==> src/rtl/coin_acceptor_pkg.sv <==
// Shared types and default timing constants for the coin acceptor front-end.
package coin_acceptor_pkg;

  typedef enum logic [1:0] {
    ST_IDLE    = 2'd0,
    ST_MEASURE = 2'd1,
    ST_JAM     = 2'd2,
    ST_GAP     = 2'd3
  } state_e;

  localparam int unsigned DEF_MIN_W    = 3;
  localparam int unsigned DEF_MAX_W    = 20;
  localparam int unsigned DEF_GAP_W    = 4;
  localparam int unsigned DEF_CREDIT_W = 3;

  // Bits needed to hold values 0..max_val inclusive.
  function automatic int unsigned cnt_bits(input int unsigned max_val);
    return (max_val < 2) ? 1 : $clog2(max_val + 1);
  endfunction

endpackage

==> src/rtl/coin_acceptor_sync2.sv <==
// Generic two-flop synchronizer with asynchronous active-high reset.
module coin_acceptor_sync2 #(
  parameter int unsigned WIDTH = 1
) (
  input  logic             clk,
  input  logic             rst,
  input  logic [WIDTH-1:0] d,
  output logic [WIDTH-1:0] q
);

  logic [WIDTH-1:0] meta_q;
  logic [WIDTH-1:0] sync_q;

  always_ff @(posedge clk or posedge rst) begin
    if (rst) begin
      meta_q <= '0;
      sync_q <= '0;
    end else begin
      meta_q <= d;
      sync_q <= meta_q;
    end
  end

  assign q = sync_q;

endmodule

==> src/rtl/coin_acceptor.sv <==
// Coin-mech front-end: width-validates sensor pulses, banks credit and
// releases one coin strobe per turnstile lock cycle.
module coin_acceptor
  import coin_acceptor_pkg::*;
#(
  parameter int unsigned MIN_W    = DEF_MIN_W,
  parameter int unsigned MAX_W    = DEF_MAX_W,
  parameter int unsigned GAP_W    = DEF_GAP_W,
  parameter int unsigned CREDIT_W = DEF_CREDIT_W
) (
  input  logic                clk,
  input  logic                rst,
  input  logic                coin_sense,
  input  logic                locked,
  output logic                coin,
  output logic                reject,
  output logic                jam,
  output logic [CREDIT_W-1:0] credit
);

  localparam int unsigned WCNT_W = cnt_bits(MAX_W + 1);
  localparam int unsigned GCNT_W = cnt_bits(GAP_W);
  localparam logic [CREDIT_W-1:0] CREDIT_MAX = '1;

  logic s;

  state_e              state_q, state_d;
  logic [WCNT_W-1:0]   wcnt_q, wcnt_d;
  logic [GCNT_W-1:0]   gcnt_q, gcnt_d;
  logic [CREDIT_W-1:0] credit_q, credit_d;
  logic                holdoff_q, holdoff_d;
  logic                coin_q, coin_d;
  logic                reject_q, reject_d;
  logic                jam_q, jam_d;

  logic                coin_ok;
  logic                jam_hit;
  logic                dispatch;
  logic                overflow;
  logic [CREDIT_W-1:0] credit_eff;

  coin_acceptor_sync2 #(
    .WIDTH(1)
  ) u_sync (
    .clk(clk),
    .rst(rst),
    .d  (coin_sense),
    .q  (s)
  );

  always_ff @(posedge clk or posedge rst) begin
    if (rst) begin
      state_q   <= ST_IDLE;
      wcnt_q    <= '0;
      gcnt_q    <= '0;
      credit_q  <= '0;
      holdoff_q <= 1'b0;
      coin_q    <= 1'b0;
      reject_q  <= 1'b0;
      jam_q     <= 1'b0;
    end else begin
      state_q   <= state_d;
      wcnt_q    <= wcnt_d;
      gcnt_q    <= gcnt_d;
      credit_q  <= credit_d;
      holdoff_q <= holdoff_d;
      coin_q    <= coin_d;
      reject_q  <= reject_d;
      jam_q     <= jam_d;
    end
  end

  // Pulse measurement FSM; coin_ok/jam_hit flag the classifying edge.
  always_comb begin
    state_d = state_q;
    wcnt_d  = wcnt_q;
    gcnt_d  = gcnt_q;
    coin_ok = 1'b0;
    jam_hit = 1'b0;
    case (state_q)
      ST_IDLE: begin
        if (s) begin
          state_d = ST_MEASURE;
          wcnt_d  = WCNT_W'(1);
        end
      end
      ST_MEASURE: begin
        if (s) begin
          if (wcnt_q >= WCNT_W'(MAX_W)) begin
            state_d = ST_JAM;
            wcnt_d  = WCNT_W'(MAX_W + 1);
            jam_hit = 1'b1;
          end else begin
            wcnt_d = wcnt_q + WCNT_W'(1);
          end
        end else begin
          coin_ok = (wcnt_q >= WCNT_W'(MIN_W));
          state_d = ST_GAP;
          gcnt_d  = GCNT_W'(GAP_W);
        end
      end
      ST_JAM: begin
        if (!s) begin
          state_d = ST_GAP;
          gcnt_d  = GCNT_W'(GAP_W);
        end
      end
      ST_GAP: begin
        if (gcnt_q == '0) begin
          state_d = ST_IDLE;
        end else begin
          gcnt_d = gcnt_q - GCNT_W'(1);
        end
      end
      default: state_d = ST_IDLE;
    endcase
  end

  // Credit bank: dispatch is netted out before the overflow test so a
  // strobe on the same edge frees the slot for the incoming coin.
  always_comb begin
    dispatch   = (credit_q != '0) && locked && !holdoff_q;
    credit_eff = credit_q - CREDIT_W'(dispatch);
    credit_d   = credit_eff;
    overflow   = 1'b0;
    if (coin_ok) begin
      if (credit_eff == CREDIT_MAX) begin
        overflow = 1'b1;
      end else begin
        credit_d = credit_eff + CREDIT_W'(1);
      end
    end

    holdoff_d = holdoff_q;
    if (!locked) begin
      holdoff_d = 1'b0;
    end else if (dispatch) begin
      holdoff_d = 1'b1;
    end

    coin_d   = dispatch;
    reject_d = jam_hit | overflow;
    jam_d    = (state_d == ST_JAM);
  end

  assign coin   = coin_q;
  assign reject = reject_q;
  assign jam    = jam_q;
  assign credit = credit_q;

endmodule

==> config.mk <==
export PLATFORM = sky130hd
export DESIGN_NAME = coin_acceptor
export DESIGN_NICKNAME = d
export VERILOG_FILES = /design/src/rtl/coin_acceptor_pkg.sv /design/src/rtl/coin_acceptor_sync2.sv /design/src/rtl/coin_acceptor.sv
export SDC_FILE = /design/constraint.sdc
export NUM_CORES = 1
export LEC_CHECK = 0
export ABC_CLOCK_PERIOD_IN_PS = 2500
export BUFFER_PORTS_ARGS = -buffer_cell sky130_fd_sc_hd__buf_2
export CORE_MARGIN = 4
export CORE_UTILIZATION = 40
export DETAILED_ROUTE_END_ITERATION = 8
export PLACE_DENSITY_LB_ADDON = 0.1
export SLEW_MARGIN = 20
export SYNTH_ARGS = -nofsm -noshare
export SYNTH_HDL_FRONTEND = slang
export SYNTH_SLANG_ARGS = --single-unit
==> constraint.sdc <==
create_clock -name clk -period 2.5 [get_ports clk]
set_input_delay 0.5 -clock clk [delete_from_list [all_inputs] [get_ports clk]]
set_output_delay 0.5 -clock clk [all_outputs]
set_load 0.1 [all_outputs]
# ---- Word level (Yosys, flattened, before mapping)
# Index checks and enable logic that the tools add are counted.
dict set report totals {
  regBits 19
  in_bits 4
  out_inout_bits 6
}
dict set report op_classes {
  add_sub_neg 4
  order_cmp 2
  n_eq_ne 10
  muxes 24
  n_bitwise 1
  n_reduce_logical 11
}
# operator count
set ops {}
lappend ops {{$mux W5} 3}
lappend ops {{$mux W3} 4}
lappend ops {{$mux W2} 5}
lappend ops {{$pmux W5 S2} 1}
lappend ops {{$mux W1} 9}
lappend ops {{$pmux W2 S4} 1}
lappend ops {{$eq A2 B2 Y1 const B} 3}
lappend ops {{$ne A2 B1 Y1 const B} 3}
lappend ops {{$pmux W3 S2} 1}
lappend ops {{$reduce_and A3 Y1} 2}
lappend ops {{$add A5 B1 Y5 const B} 1}
lappend ops {{$ge A5 B2 Y1 const B} 1}
lappend ops {{$ge A5 B5 Y1 const B} 1}
lappend ops {{$ne A2 B2 Y1 const B} 2}
lappend ops {{$reduce_bool A2 Y1} 2}
lappend ops {{$add A3 B1 Y3 const B} 1}
lappend ops {{$eq A3 B3 Y1 const B} 1}
lappend ops {{$logic_not A3 Y1} 1}
lappend ops {{$reduce_bool A3 Y1} 1}
lappend ops {{$sub A3 B1 Y3} 1}
lappend ops {{$sub A3 B1 Y3 const B} 1}
lappend ops {{$eq A2 B1 Y1 const B} 1}
lappend ops {{$logic_and A1 B1 Y1} 2}
lappend ops {{$logic_not A2 Y1} 1}
lappend ops {{other kinds (3)} 3}

# ---- Depth between registers and ports, before layout
dict set report depth {
  word_depth 8
  ltp_mapped 9
  ltp_nobuf 9
}

# ---- Modules after synthesis
# A second synthesis with hierarchy kept.
dict set report hier_totals {
  cells_unflattened 108
  hier_area_um2 1091.0
}
# module instances cells_each area_per_inst_um2
set modules_own_cells {}
lappend modules_own_cells {coin_acceptor 1 105 1037.2}
lappend modules_own_cells {coin_acceptor_sync2 1 3 53.8}

# ---- Least setup slack after synthesis
# OpenSTA, ideal clock, no wires.
dict set report synth_timing {
  path_kind {register -> register}
  start {register credit_q[0] (netlist: credit[0])}
  end {register credit_q[1] (netlist: credit[1])}
  setup_time_ps 127
  t_arrival_ps 2398
  required_time_ps 2373
  path_slack_ps -26
  path_stages_with_launch 10
  path_buffers 0
  cell_sequence {dfrtp_1 nor3_1 nor3b_1 ha_1 ha_1 inv_1 ha_1 nand2_1 nand3_2 mux2_1}
}
dict set report synth_between {
  elab_chain_len 7
  elab_cells_between_ends 8
  classes_between {add/sub: 2; eq/ne: 1; mux: 2; reduce/logical: 3}
}
# element line_no
set synth_lines {}
lappend synth_lines {{from (decl)} coin_acceptor.sv:30} ;# logic [CREDIT_W-1:0] credit_q, credit_d;
lappend synth_lines {{from (signal assigned)} coin_acceptor.sv:65} ;# credit_q <= credit_d;
lappend synth_lines {{$reduce_bool A3 Y1 (*)} coin_acceptor.sv:122} ;# dispatch = (credit_q != '0) && locked && !holdoff_q;
lappend synth_lines {{$logic_and A1 B1 Y1 (*) (2 in a row)} coin_acceptor.sv:122}
lappend synth_lines {{net coin_d} coin_acceptor.sv:32} ;# logic coin_q, coin_d;
lappend synth_lines {{$sub A3 B1 Y3 (*)} coin_acceptor.sv:123} ;# credit_eff = credit_q - CREDIT_W'(dispatch);
lappend synth_lines {{$add A3 B1 Y3 / $eq A3 B3 Y1 (equally long branches)} {coin_acceptor.sv:130, coin_acceptor.sv:127}}
lappend synth_lines {{$mux W3} coin_acceptor.sv:127} ;# if (credit_eff == CREDIT_MAX) begin
lappend synth_lines {{$mux W3 (*)} coin_acceptor.sv:126} ;# if (coin_ok) begin
lappend synth_lines {{net credit_d[1]} coin_acceptor.sv:30}
# The timed path passes the listed nets; every way through them passes the cells marked *.
# A chain may end at the register's enable or synchronous reset.

# ---- Worst setup path in the final report
dict set report layout_timing {
  start {register credit_q[2] (netlist: credit[2])}
  end {register credit_q[1] (netlist: credit[1])}
}
# The elaborated chain is that of the path after synthesis.

==> parameters.txt <==
Parameter                              Value

Status
  Run status ... finished, final reports clean

Yosys
  Average size of a mapped cell ... 10.6 um^2
  Gate count after technology mapping ... 104
  Part of the Yosys area used for sequential elements ... 43.1%
  Async set-or-reset flop fraction in the synthesized netlist ... 100%
  Number of enable-type register cells in the synthesized netlist ... 0
  Number of warnings reported in the yosys synthesis log ... 0
  Prevailing post-synth register cell ... sky130_fd_sc_hd__dfrtp_1
  Number of distinct library cells after synthesis ... 39
  Register bit total from synthesis ... 19
  Netlist area before placement ... 1100 um^2
  Net count after synthesis ... 119

Clock tree
  Post-cts resize count ... 0
  Total of hold buffers inserted after clock tree synthesis ... 0
  Post-CTS setup buffer count ... 0
  Maximum count of clock buffers along a single path ... 2
  Clock buffers created by TritonCTS ... 3
  Worst skew pair latency ... 0.30 ns
  TritonCTS clock tree ... yes
  Clk sinks ... 19
  Cell at the root of the clock tree ... sky130_fd_sc_hd__clkbuf_4
  CTS H-tree lvls ... 1
  Clock transition at path regs ... 0.11 ns

Timing
  Worst max-slew margin expressed relative to the limit ... 51.9%
  Minimum period implied by the final worst setup slack ... 2.06 ns
  Setup clock skew after layout ... 0.00268 ns
  Number of max-slew violations in the final report ... 0
  Setup repair after global routing missed its margin ... no
  Transition time of the tightest slew-check pin ... 0.721 ns
  Final TNS setup ... 0 ns
  Final setup violation count ... 0
  Share of the clock period used by the worst path after layout ... 82.4%
  Number of hold violations in the final report ... 0
  Highest achievable clock rate ... 486 MHz

Global route
  Total routing usage reported by global routing ... 12.4%
  Global route total overflow ... 0
  Number of global-route vias before repair ... 736
  Maximum number of pins on one net before global-route repair ... 20
  Initial antenna violation count ... 0
  Global-route wire length before repair ... 3360 um

Setup path
  Worst Setup End Kind ... flop
  CP Class ... reg2reg
  Worst reg-to-reg setup slack ... 0.44 ns
  Element type at the critical path start ... flop
  Count of buffering cells on the critical path with inverters included ... 1
  Cell family with most CP delay ... adder cells
  Critical Path RT ... 2.70 ns
  Largest stage delay on the critical path ... 0.43 ns
  FF-to-FF End ... credit[1]$_DFF_PP0_
  Largest fanout on the critical path ... 4
  Slowest CP cell ... sky130_fd_sc_hd__dfrtp_1
  Arrival time of the worst setup path ... 2.25 ns
  Crit path cell chain ... nor3_1 > nor3b_1 > ha_1 > ha_1 > inv_1 > ha_1 > nand2_1 > nand3_2 > mux2_1
  Start of the worst register-to-register path ... credit[2]$_DFF_PP0_
  Worst path most repeated cell ... sky130_fd_sc_hd__ha_1
  Cell depth of the worst flop-to-flop path ... 9

Layout
  Inserted Diodes ... 0
  Layout cell share with drive strength beyond 1 ... 23.7%
  Reg area ... 477 um^2
  Most frequent cells in the layout ... sky130_fd_sc_hd__dfrtp_1 (18), sky130_fd_sc_hd__inv_1 (13), sky130_fd_sc_hd__ha_1 (11), sky130_fd_sc_hd__buf_2 (9), sky130_fd_sc_hd__nand2_1 (8)
  Synthesis-to-layout area growth ... 8.28%
  Fin nets ... 130
  Combined area of the multi-input logic cells ... 552 um^2
  Filler Cell Count ... 251
  Commonest non-fill, non-tap cell in the layout ... sky130_fd_sc_hd__dfrtp_1

Route
  Routed via count ... 762
  Antenna Violating Nets Remaining ... 0
  Total routed wirelength ... 1880 um
  DR iter-0 viols ... 24
  Average via count per standard cell ... 5.29
  Post-detailed-route DRC marker count ... 0
  Post-detailed-route wirelength per cell ... 13.0 um
  Pre-antenna DRT Iters ... 4

Floorplan
  Height of the die ... 60.5 um
  Cell Rows ... 18
  Die area ... 3660 um^2
  Area of the core region ... 2540 um^2
  Chip width ... 60.5 um
  Number of placed I/O pins ... 10
  Starting density of the core ... 43.4%

Placed design
  GP Congestion ... 0.752
  IO Port Bufs ... 9
  Final HPWL from detailed placement ... 1440 um

Min path
  Worst hold-check path type ... in2async

Job
  Max_cap viols ... 0
Yosys cell counts, types with 2 or more instances:
master	instances	area [um^2]
sky130_fd_sc_hd__ha_1	11	138
sky130_fd_sc_hd__a311oi_2	2	30.0
sky130_fd_sc_hd__inv_1	13	48.8
sky130_fd_sc_hd__nand4_1	2	12.5
sky130_fd_sc_hd__dfrtp_1	19	475
sky130_fd_sc_hd__inv_2	2	7.51
sky130_fd_sc_hd__nand2b_1	2	12.5
sky130_fd_sc_hd__nand3_1	5	25.0
sky130_fd_sc_hd__nand2_1	8	30.0
sky130_fd_sc_hd__nor3_1	2	10.0
sky130_fd_sc_hd__xor2_1	2	17.5
sky130_fd_sc_hd__buf_4	2	15.0
sky130_fd_sc_hd__o21ai_2	2	17.5
sky130_fd_sc_hd__o21ai_0	7	35.0
logic make-up after synthesis:
group	synth area share [%]
XOR/XNOR	2.38
adder cells (fa/ha/maj)	12.5
buffers and inverters	6.92
AND/OR/NAND/NOR	15.1
flip-flops	43.1
multiplexers	1.02
AO/OA/AOI/OAI	19.0
registers in the layout (all words and copies together), names as in the netlist:
signal	count
state_q	2
gcnt_q	3
credit	3
coin	1
holdoff_q	1
reject	1
u_sync.q	1
jam	1
wcnt_q	5
u_sync.meta_q	1
cell type report:
type,count,area share [%]
repair buffers,9,3.77
clock buffers,3,1.88
clock inverters,1,0.419
multi-input cells,67,46.2
flip-flops and latches,19,39.9
well taps,30,3.14
inverters,15,4.71
how the worst max path moves through the flow:
| stage | startpoint | cells past startpoint | end | slack, ns |
|---|---|---|---|---|
| final | credit[2]$_DFF_PP0_ | 9 | credit[1]$_DFF_PP0_ | 0.44 |
| after global routing | credit[2]$_DFF_PP0_ | 9 | credit[1]$_DFF_PP0_ | 0.24 |
| after CTS | credit[2]$_DFF_PP0_ | 9 | credit[1]$_DFF_PP0_ | 0.43 |
| after detailed placement | locked | 9 | credit[1]$_DFF_PP0_ | 0.32 |
| after global placement | locked | 9 | credit[1]$_DFF_PP0_ | 0.42 |
| after floorplan | credit[1]$_DFF_PP0_ | 9 | credit[1]$_DFF_PP0_ | 0.007 |
per-layer routing:
metal / share of wire, % / GRT usage (%) / vias up
met3: 2.3 / 2.55 / 4
met1: 49 / 15.5 / 364
li1: - / - / 386
met2: 47 / 20.1 / 8
met5: 0 / 0 / -
met4: 1.8 / 6.50 / 0
stage by stage:
| stage | hold slack (ns) | util [%] | setup WS (ns) | instance area [um^2] | std cells |
|---|---|---|---|---|---|
| after floorplan | 0.331 | - | 0.00696 | 1100 | 104 |
| after global placement | 0.336 | 45.9 | 0.418 | 1170 | 140 |
| after detailed placement | 0.336 | 45.9 | 0.317 | 1170 | 140 |
| after CTS | 0.283 | 47.0 | 0.428 | 1190 | 144 |
| after global routing | 0.267 | 47.0 | 0.244 | 1190 | 144 |
| final | 0.295 | 47.0 | 0.441 | 1190 | 144 |
Power is not shown: default switching activity piles up to over one toggle a cycle in this logic, so the estimate is an artifact.
